### src/rtl/counter_pkg.sv
// Shared constants and helpers for the binary/Gray counter family.
package counter_pkg;

  localparam int unsigned DEFAULT_WIDTH = 4;

  // Full-range terminal count for the default width (2^WIDTH-1)
  localparam logic [DEFAULT_WIDTH-1:0] DEFAULT_MAX = {DEFAULT_WIDTH{1'b1}};

  function automatic logic [31:0] bin2gray(input logic [31:0] value);
    return value ^ (value >> 1);
  endfunction

endpackage

### src/rtl/gray_encoder.sv
// Combinational WIDTH-bit binary to Gray converter; zero latency, no flow control.
module gray_encoder
  import counter_pkg::*;
#(
  parameter int unsigned WIDTH = DEFAULT_WIDTH
) (
  input  logic [WIDTH-1:0] bin,
  output logic [WIDTH-1:0] gray
);

  assign gray = bin ^ (bin >> 1);

endmodule

### src/rtl/simple_counter.sv
// Free-running up-counter with terminal flag, registered wrap pulse and registered Gray copy.
// Count/wrap/Gray update on the same edge; tc is combinational from count; never stalls.
module simple_counter
  import counter_pkg::*;
#(
  parameter int unsigned           WIDTH       = DEFAULT_WIDTH,
  parameter logic [WIDTH-1:0]      MAX_VALUE   = {WIDTH{1'b1}},
  parameter logic [WIDTH-1:0]      RESET_VALUE = '0
) (
  input  logic             clk,
  input  logic             rst,
  output logic [WIDTH-1:0] count,
  output logic             tc,
  output logic             wrap,
  output logic [WIDTH-1:0] count_gray
);

  localparam logic [WIDTH-1:0] RESET_GRAY = RESET_VALUE ^ (RESET_VALUE >> 1);

  logic [WIDTH-1:0] count_q, count_d;
  logic [WIDTH-1:0] count_gray_q, count_gray_d;
  logic             wrap_q, wrap_d;
  logic             at_max;

  assign at_max = (count_q == MAX_VALUE);

  always_comb begin
    count_d = count_q + 1'b1;
    wrap_d  = 1'b0;
    if (at_max) begin
      count_d = RESET_VALUE;
      wrap_d  = 1'b1;
    end
  end

  // Gray is taken from the next binary value so both registers move together
  gray_encoder #(.WIDTH(WIDTH)) u_gray (
    .bin  (count_d),
    .gray (count_gray_d)
  );

  always_ff @(posedge clk) begin
    if (rst) begin
      count_q      <= RESET_VALUE;
      wrap_q       <= 1'b0;
      count_gray_q <= RESET_GRAY;
    end else begin
      count_q      <= count_d;
      wrap_q       <= wrap_d;
      count_gray_q <= count_gray_d;
    end
  end

  assign count      = count_q;
  assign tc         = at_max;
  assign wrap       = wrap_q;
  assign count_gray = count_gray_q;

endmodule

### config.mk
export PLATFORM = sky130hd
export DESIGN_NAME = simple_counter
export DESIGN_NICKNAME = d
export VERILOG_FILES = /design/src/rtl/counter_pkg.sv /design/src/rtl/gray_encoder.sv /design/src/rtl/simple_counter.sv
export SDC_FILE = /design/constraint.sdc
export NUM_CORES = 1
export LEC_CHECK = 0
export CAP_MARGIN = 20
export CELL_PAD_IN_SITES_DETAIL_PLACEMENT = 0
export CELL_PAD_IN_SITES_GLOBAL_PLACEMENT = 1
export CORE_AREA = 2 2 39 41
export CTS_CLUSTER_DIAMETER = 30
export DETAILED_ROUTE_END_ITERATION = 16
export DIE_AREA = 0 0 41 43
export PLACE_DENSITY_LB_ADDON = 0.1
export SLEW_MARGIN = 20
export SYNTH_ARGS = -nofsm -noshare
export SYNTH_HDL_FRONTEND = slang
export SYNTH_SLANG_ARGS = --single-unit
### constraint.sdc
create_clock -name clk -period 1.3 [get_ports clk]
set_input_delay 0.26 -clock clk [delete_from_list [all_inputs] [get_ports clk]]
set_output_delay 0.26 -clock clk [all_outputs]
set_load 0.005 [all_outputs]
==> impl_metrics.tcl, run 1 <==
set metrics [dict create \
    routed_wl_um 680 \
    cts.reportedPaths.clkPinSlew_ns 0.06 \
    synthAdderAreaFrac_pct 4.05 \
    avgSynthCellArea_um2 9.97 \
    worstSetupStartpointType "flop" \
    fp.dieH_um 43 \
    dp_worst_setup_slack_ns -0.118 \
    syn-cell-area_um2 309 \
    max_cap_viol_count 0 \
    p_total_uw 583 \
    slew_viol_final 0 \
    grt_pass1_vias 243 \
    fin_area_um2 510 \
    post_cts_buffers 0 \
    nFillCells 153 \
    synth-xor-area-share_pct 11.3 \
    seq_area_um2 165 \
    ys.warnings.count 0 \
    grt_antenna_before_repair 0 \
    whs_ns 0.576 \
    wl_per_cell_um 10.5 \
    drc 0 \
    die_w_um 41 \
    cts.sinks 8 \
    drive_gt1_share_pct 32.7 \
    clockRootBuffer "clkbuf_4" \
    cts_buffers 3 \
    tightest_slew_ns 0.292 \
    fin_crit_sh_pct 97.8 \
    crit_required_ns 1.04 \
    synth.distinct_cells 16 \
    synthSimpleGateAreaFrac_pct 17.4 \
    path_class "flop to primary output" \
    max-vdd-ir-drop_mv 0.443 \
    grt_overflow 0 \
    vias 278 \
    synth_seq_cells 8 \
    final.min_clock_period_ns 1.27 \
    synth_top_family_by_area "simple AND/OR/NAND/NOR gates" \
    core_area_um2 1380 \
    via_per_inst 4.28 \
    hold_path_class "flop to flop" \
    fin_tns_setup_ns 0 \
    first_pass_iters 3 \
    clock.fmax_mhz 787 \
    cts_tree "yes" \
    area_delta_synth_final_pct 65.2 \
    row_count 14 \
    portBuffers 11 \
    ant_nets 0 \
    cp_max_fo 3 \
    netlist_instances 31 \
    status "finished, final reports clean" \
    hold_buffers 0 \
    synthMuxAreaShare_pct 0 \
    start_util_pct 22.3 \
    pwr_density_cell_nw_per_um2 1140 \
    multi_input_area_um2 154 \
    dp_hpwl_um 465 \
    die_area_um2 1760 \
    num_io_pins 12 \
    postPlaceCellArea_um2 469 \
    grt_max_degree 9 \
    grt_use_total_pct 8.95 \
    finalHoldViolations 0 \
    end_kind "primary output" \
    synth-compound-area-share_pct 11.7 \
    cts_buffer_depth 2 \
    p_leak_nw 0.258 \
    syn-num-nets 34 \
    finClkSkew_ns 0.00213 \
    setup_slack_ns 0.0292 \
    antenna_cells 0 \
    gp_congestion 0.705 \
    nNetsFinal 54 \
    insertion_delay_ns 0.25 \
    grt_pass1_wl_um 986 \
    setup_violations 0 \
    relSlewSlack_pct 80.5 \
    drt-initial-drc-count 2 \
    ys_seq_area_share_pct 51.8 \
    htree_levels 1 \
    arrival_ns 1.01 \
]
## metal layers
| metal | share of wire (%) | wire length (um) | global-route usage, % |
|---|---|---|---|
| met2 | 47 | 317 | 11.9 |
| met3 | 7.5 | 51 | 3.14 |
| met1 | 43 | 293 | 10.7 |
| met5 | 0 | 0 | 0 |
| met4 | 2.5 | 17 | 8.00 |
## through the flow
step	cells	utilization, %
final	65	36.9
after global routing	65	36.9
after CTS	65	35.4
after detailed placement	62	33.9
after global placement	62	33.9
after floorplan	31	-
## layout by cell type (no fill, tap or decap)
cell / netlist / final
clkbuf_4: 0 / 3
nor2_1: 2 / 2
or3_1: 1 / 1
and3_4: 0 / 1
a21oi_1: 3 / 3
dfxtp_2: 0 / 4
o211a_1: 1 / 1
xor2_1: 2 / 2
o21ai_0: 1 / 1
xnor2_1: 2 / 2
nand2_1: 1 / 1
dfxtp_1: 8 / 4
nor3_1: 2 / 2
buf_4: 1 / 3
nor2b_1: 3 / 3
buf_6: 0 / 3
a31oi_1: 1 / 1
dlygate4sd2_1: 0 / 9
ha_4: 0 / 1
clkdlybuf4s50_1: 0 / 1
inv_2: 1 / 1
## layout make-up
type,count,area share (%)
Clock buffer,3,4.41
Inverter,1,0.735
Multi-Input combinational cell,21,30.1
Sequential cell,8,32.4
Tap cell,16,3.92
Timing Repair Buffer,16,28.4
## state kept, by name (all words and copies together) (netlist names)
name	cells
wrap	1
count	4
count_gray	3
## synth_stat cells
| cell type | n | area share [%] |
|---|---|---|
| dfxtp_1 | 8 | 52 |
| buf_4 | 1 | 2.4 |
| a31oi_1 | 1 | 2.0 |
| nand2_1 | 1 | 1.2 |
| nor2b_1 | 3 | 6.1 |
| ha_1 | 1 | 4.0 |
| o211a_1 | 1 | 3.2 |
| inv_2 | 1 | 1.2 |
| and3_2 | 1 | 2.4 |
| nor3_1 | 2 | 3.2 |
| nor2_1 | 2 | 2.4 |
| a21oi_1 | 3 | 4.9 |
| or3_1 | 1 | 2.0 |
| xor2_1 | 2 | 5.7 |
| o21ai_0 | 1 | 1.6 |
| xnor2_1 | 2 | 5.7 |
## power by group
part	switching (mW)	leakage (nW)	total, mW	internal (mW)
Clock	0.0876	0.0138	0.193	0.106
Sequential	0.00939	0.0672	0.276	0.267
Combinational	0.0468	0.177	0.113	0.0662
Total	0.144	0.258	0.583	0.439
## critical path, cell delays in order (launching register included)
cell	delay [ns]
dfxtp_2	0.35
ha_4	0.14
and3_4	0.18
buf_6	0.09
## path summary, 6_finish.rpt
kind,slack (ns),startpoint,endpoint,depth (start not counted)
setup / recovery,0.03,count[0],tc,3
hold / removal,0.58,count[0],count[0],2
setup reg to reg,0.13,count[0],count_gray[1],5
hold reg to reg,0.58,count[0],count[0],2
## cells by family (layout without fill, tap and decap cells)
logic type / count (synthesis) / in the layout
and+or+nand+nor: 10 / 10
DFF: 8 / 8
AOI/OAI and AO/OA: 6 / 6
xor gates and xnor gates: 4 / 4
buffers and inverters: 2 / 20
adders and majority gates: 1 / 1
## timing repair
item,in CTS,in global routing
endpoints found under the hold margin,0,0
resized for setup,15,7
endpoints found under the setup margin,10,1
Note: power is estimated with default switching activity, not from simulation.
==> run 2, diff against run 1 <==
==> constraint.sdc (replaced) <==
create_clock -name clk -period 1.3 [get_ports clk]
set_input_delay 0.26 -clock clk [delete_from_list [all_inputs] [get_ports clk]]
set_output_delay 0.26 -clock clk [all_outputs]
set_load 0.01 [all_outputs]
==> run 2 against run 1 <==
Against the previous run:
- first-iteration DRC count rose by 50%
- highest routed layer unchanged
- clock power barely moved
- power rose by 0.74%
- flip-flop and latch count did not move
- non-clock buffer count rose by 1
- sequential share of layout area fell by 0.49 points
- maximum frequency fell by 0.86%
- critical path depth fell by 1
- clock skew barely moved
==> impl_metrics.tcl, run 2 (synthesis results as in run 1) <==
set metrics [dict create \
    status "finished, final reports clean" \
    die_w_um 41 \
    portBuffers 11 \
    insertion_delay_ns 0.25 \
    ff2ff_path_depth 5 \
    finalHoldViolations 0 \
    p_leak_nw 0.256 \
    whs_ns 0.580 \
    first_pass_iters 3 \
    arrival_ns 1.02 \
    drt-initial-drc-count 3 \
    gp_congestion 0.705 \
    clock.fmax_mhz 780 \
    rrSetupSlack_ns 0.13 \
    fin_area_um2 510 \
    cts_buffers 3 \
    r2r-start "count[0]" \
    most-common-layout-cells "dlygate4sd2_1, dfxtp_1, buf_4" \
    slew_viol_final 0 \
    hp-start "count[0]" \
    core_area_um2 1380 \
    num_io_pins 12 \
    final_cells 66 \
    relSlewSlack_pct 80.4 \
    whs_path_depth 2 \
    crit_required_ns 1.04 \
    cts_buffer_depth 2 \
    antenna_cells 0 \
    grt_overflow 0 \
    dp_hpwl_um 465 \
    multi_input_area_um2 154 \
    m1WireLength_um 286 \
    clockRootBuffer "clkbuf_4" \
    area_delta_synth_final_pct 65.2 \
    path_class "flop to primary output" \
    htree_levels 1 \
    finClkSkew_ns 0.00181 \
    vias 279 \
    crit_start "count[3]" \
    grt_antenna_before_repair 0 \
    largest_register_ffs 4 \
    tightest_slew_ns 0.293 \
    grt_pass1_wl_um 972 \
    row_count 14 \
    cp_max_fo 7 \
    grt_pass1_vias 246 \
    cts_tree "yes" \
    setup_violations 0 \
    fin_tns_setup_ns 0 \
    p_total_uw 587 \
    postPlaceCellArea_um2 469 \
    seq_area_um2 163 \
    drc 0 \
    hold_path_class "flop to flop" \
    nFillCells 154 \
    via_per_inst 4.23 \
    ant_nets 0 \
    wl_met3_um 51 \
    grt_use_total_pct 8.85 \
    hold_buffers 0 \
    worstSetupStartpointType "flop" \
    place_inst 62 \
    final.min_clock_period_ns 1.28 \
    cts.reportedPaths.clkPinSlew_ns 0.06 \
    nNetsFinal 55 \
    grt_max_degree 9 \
    routed_wl_um 681 \
    r2r-end "count_gray[1]" \
    fin_crit_sh_pct 98.6 \
    wl_per_cell_um 10.3 \
    fp.dieH_um 43 \
    drive_gt1_share_pct 30.0 \
    pwr_density_cell_nw_per_um2 1150 \
    max_cap_viol_count 0 \
    end_kind "primary output" \
    cts.sinks 8 \
    max-vdd-ir-drop_mv 0.448 \
    top_layer_used "met4" \
    start_util_pct 22.3 \
    met2_length_um 325 \
    final_common_cell "dlygate4sd2_1" \
    die_area_um2 1760 \
    hold_end "count[0]" \
]
-- run 2: cell count changes in the layout (fill, tap and decap cells not counted) --
| cell | change |
|---|---|
| dlygate4sd2_1 | -2 |
| dfxtp_1 | +2 |
| clkdlybuf4s15_1 | +2 |
| dfxtp_2 | -2 |
| buf_4 | +3 |
| buf_6 | -2 |
-- run 2: per-layer routing --
layer / vias to the layer above / global-route usage [%]
met5: - / 0
met1: 123 / 10.7
met4: 0 / 8.00
met3: 2 / 3.14
li1: 144 / -
met2: 10 / 11.6
-- run 2: what timing repair did --
action	4_1_cts	5_1_grt
hold endpoints to repair	0	0
resized for setup	15	6
setup buffers	0	1
setup endpoints to repair	10	2
-- run 2: report_power, final --
group / switching [mW] / internal (mW) / leakage (nW)
clock: 0.0875 / 0.106 / 0.0138
sequential: 0.00874 / 0.266 / 0.0662
combinational: 0.0537 / 0.0649 / 0.176
-- run 2: worst max path at each step --
stage | end | slack, ns | depth (start not counted)
floorplan | tc | 0.09 | 2
global placement | tc | -0.15 | 3
detailed placement | tc | -0.15 | 3
CTS | tc | -0.009 | 3
global route | count_gray[3] | -0.005 | 2
finish | count[3] | 0.02 | 2
-- run 2: layout make-up --
class	instances	share of cell area, %
sequential	8	31.9
timing repair buffer	17	28.9
multi-input combinational	21	30.1
tap	16	3.92
clock buffer	3	4.41
inverter	1	0.735
-- run 2: stage by stage --
stage	setup WS, ns	util [%]
after CTS	-0.00877	35.1
after detailed placement	-0.153	33.9
after global routing	-0.00459	36.9
after global placement	-0.151	33.9
after floorplan	0.0875	-
final	0.0182	36.9
-- run 2: worst max-delay path: stages (launching register included) --
cell,delay [ns]
dfxtp_1,0.35
buf_4,0.15
dlygate4sd2_1,0.27
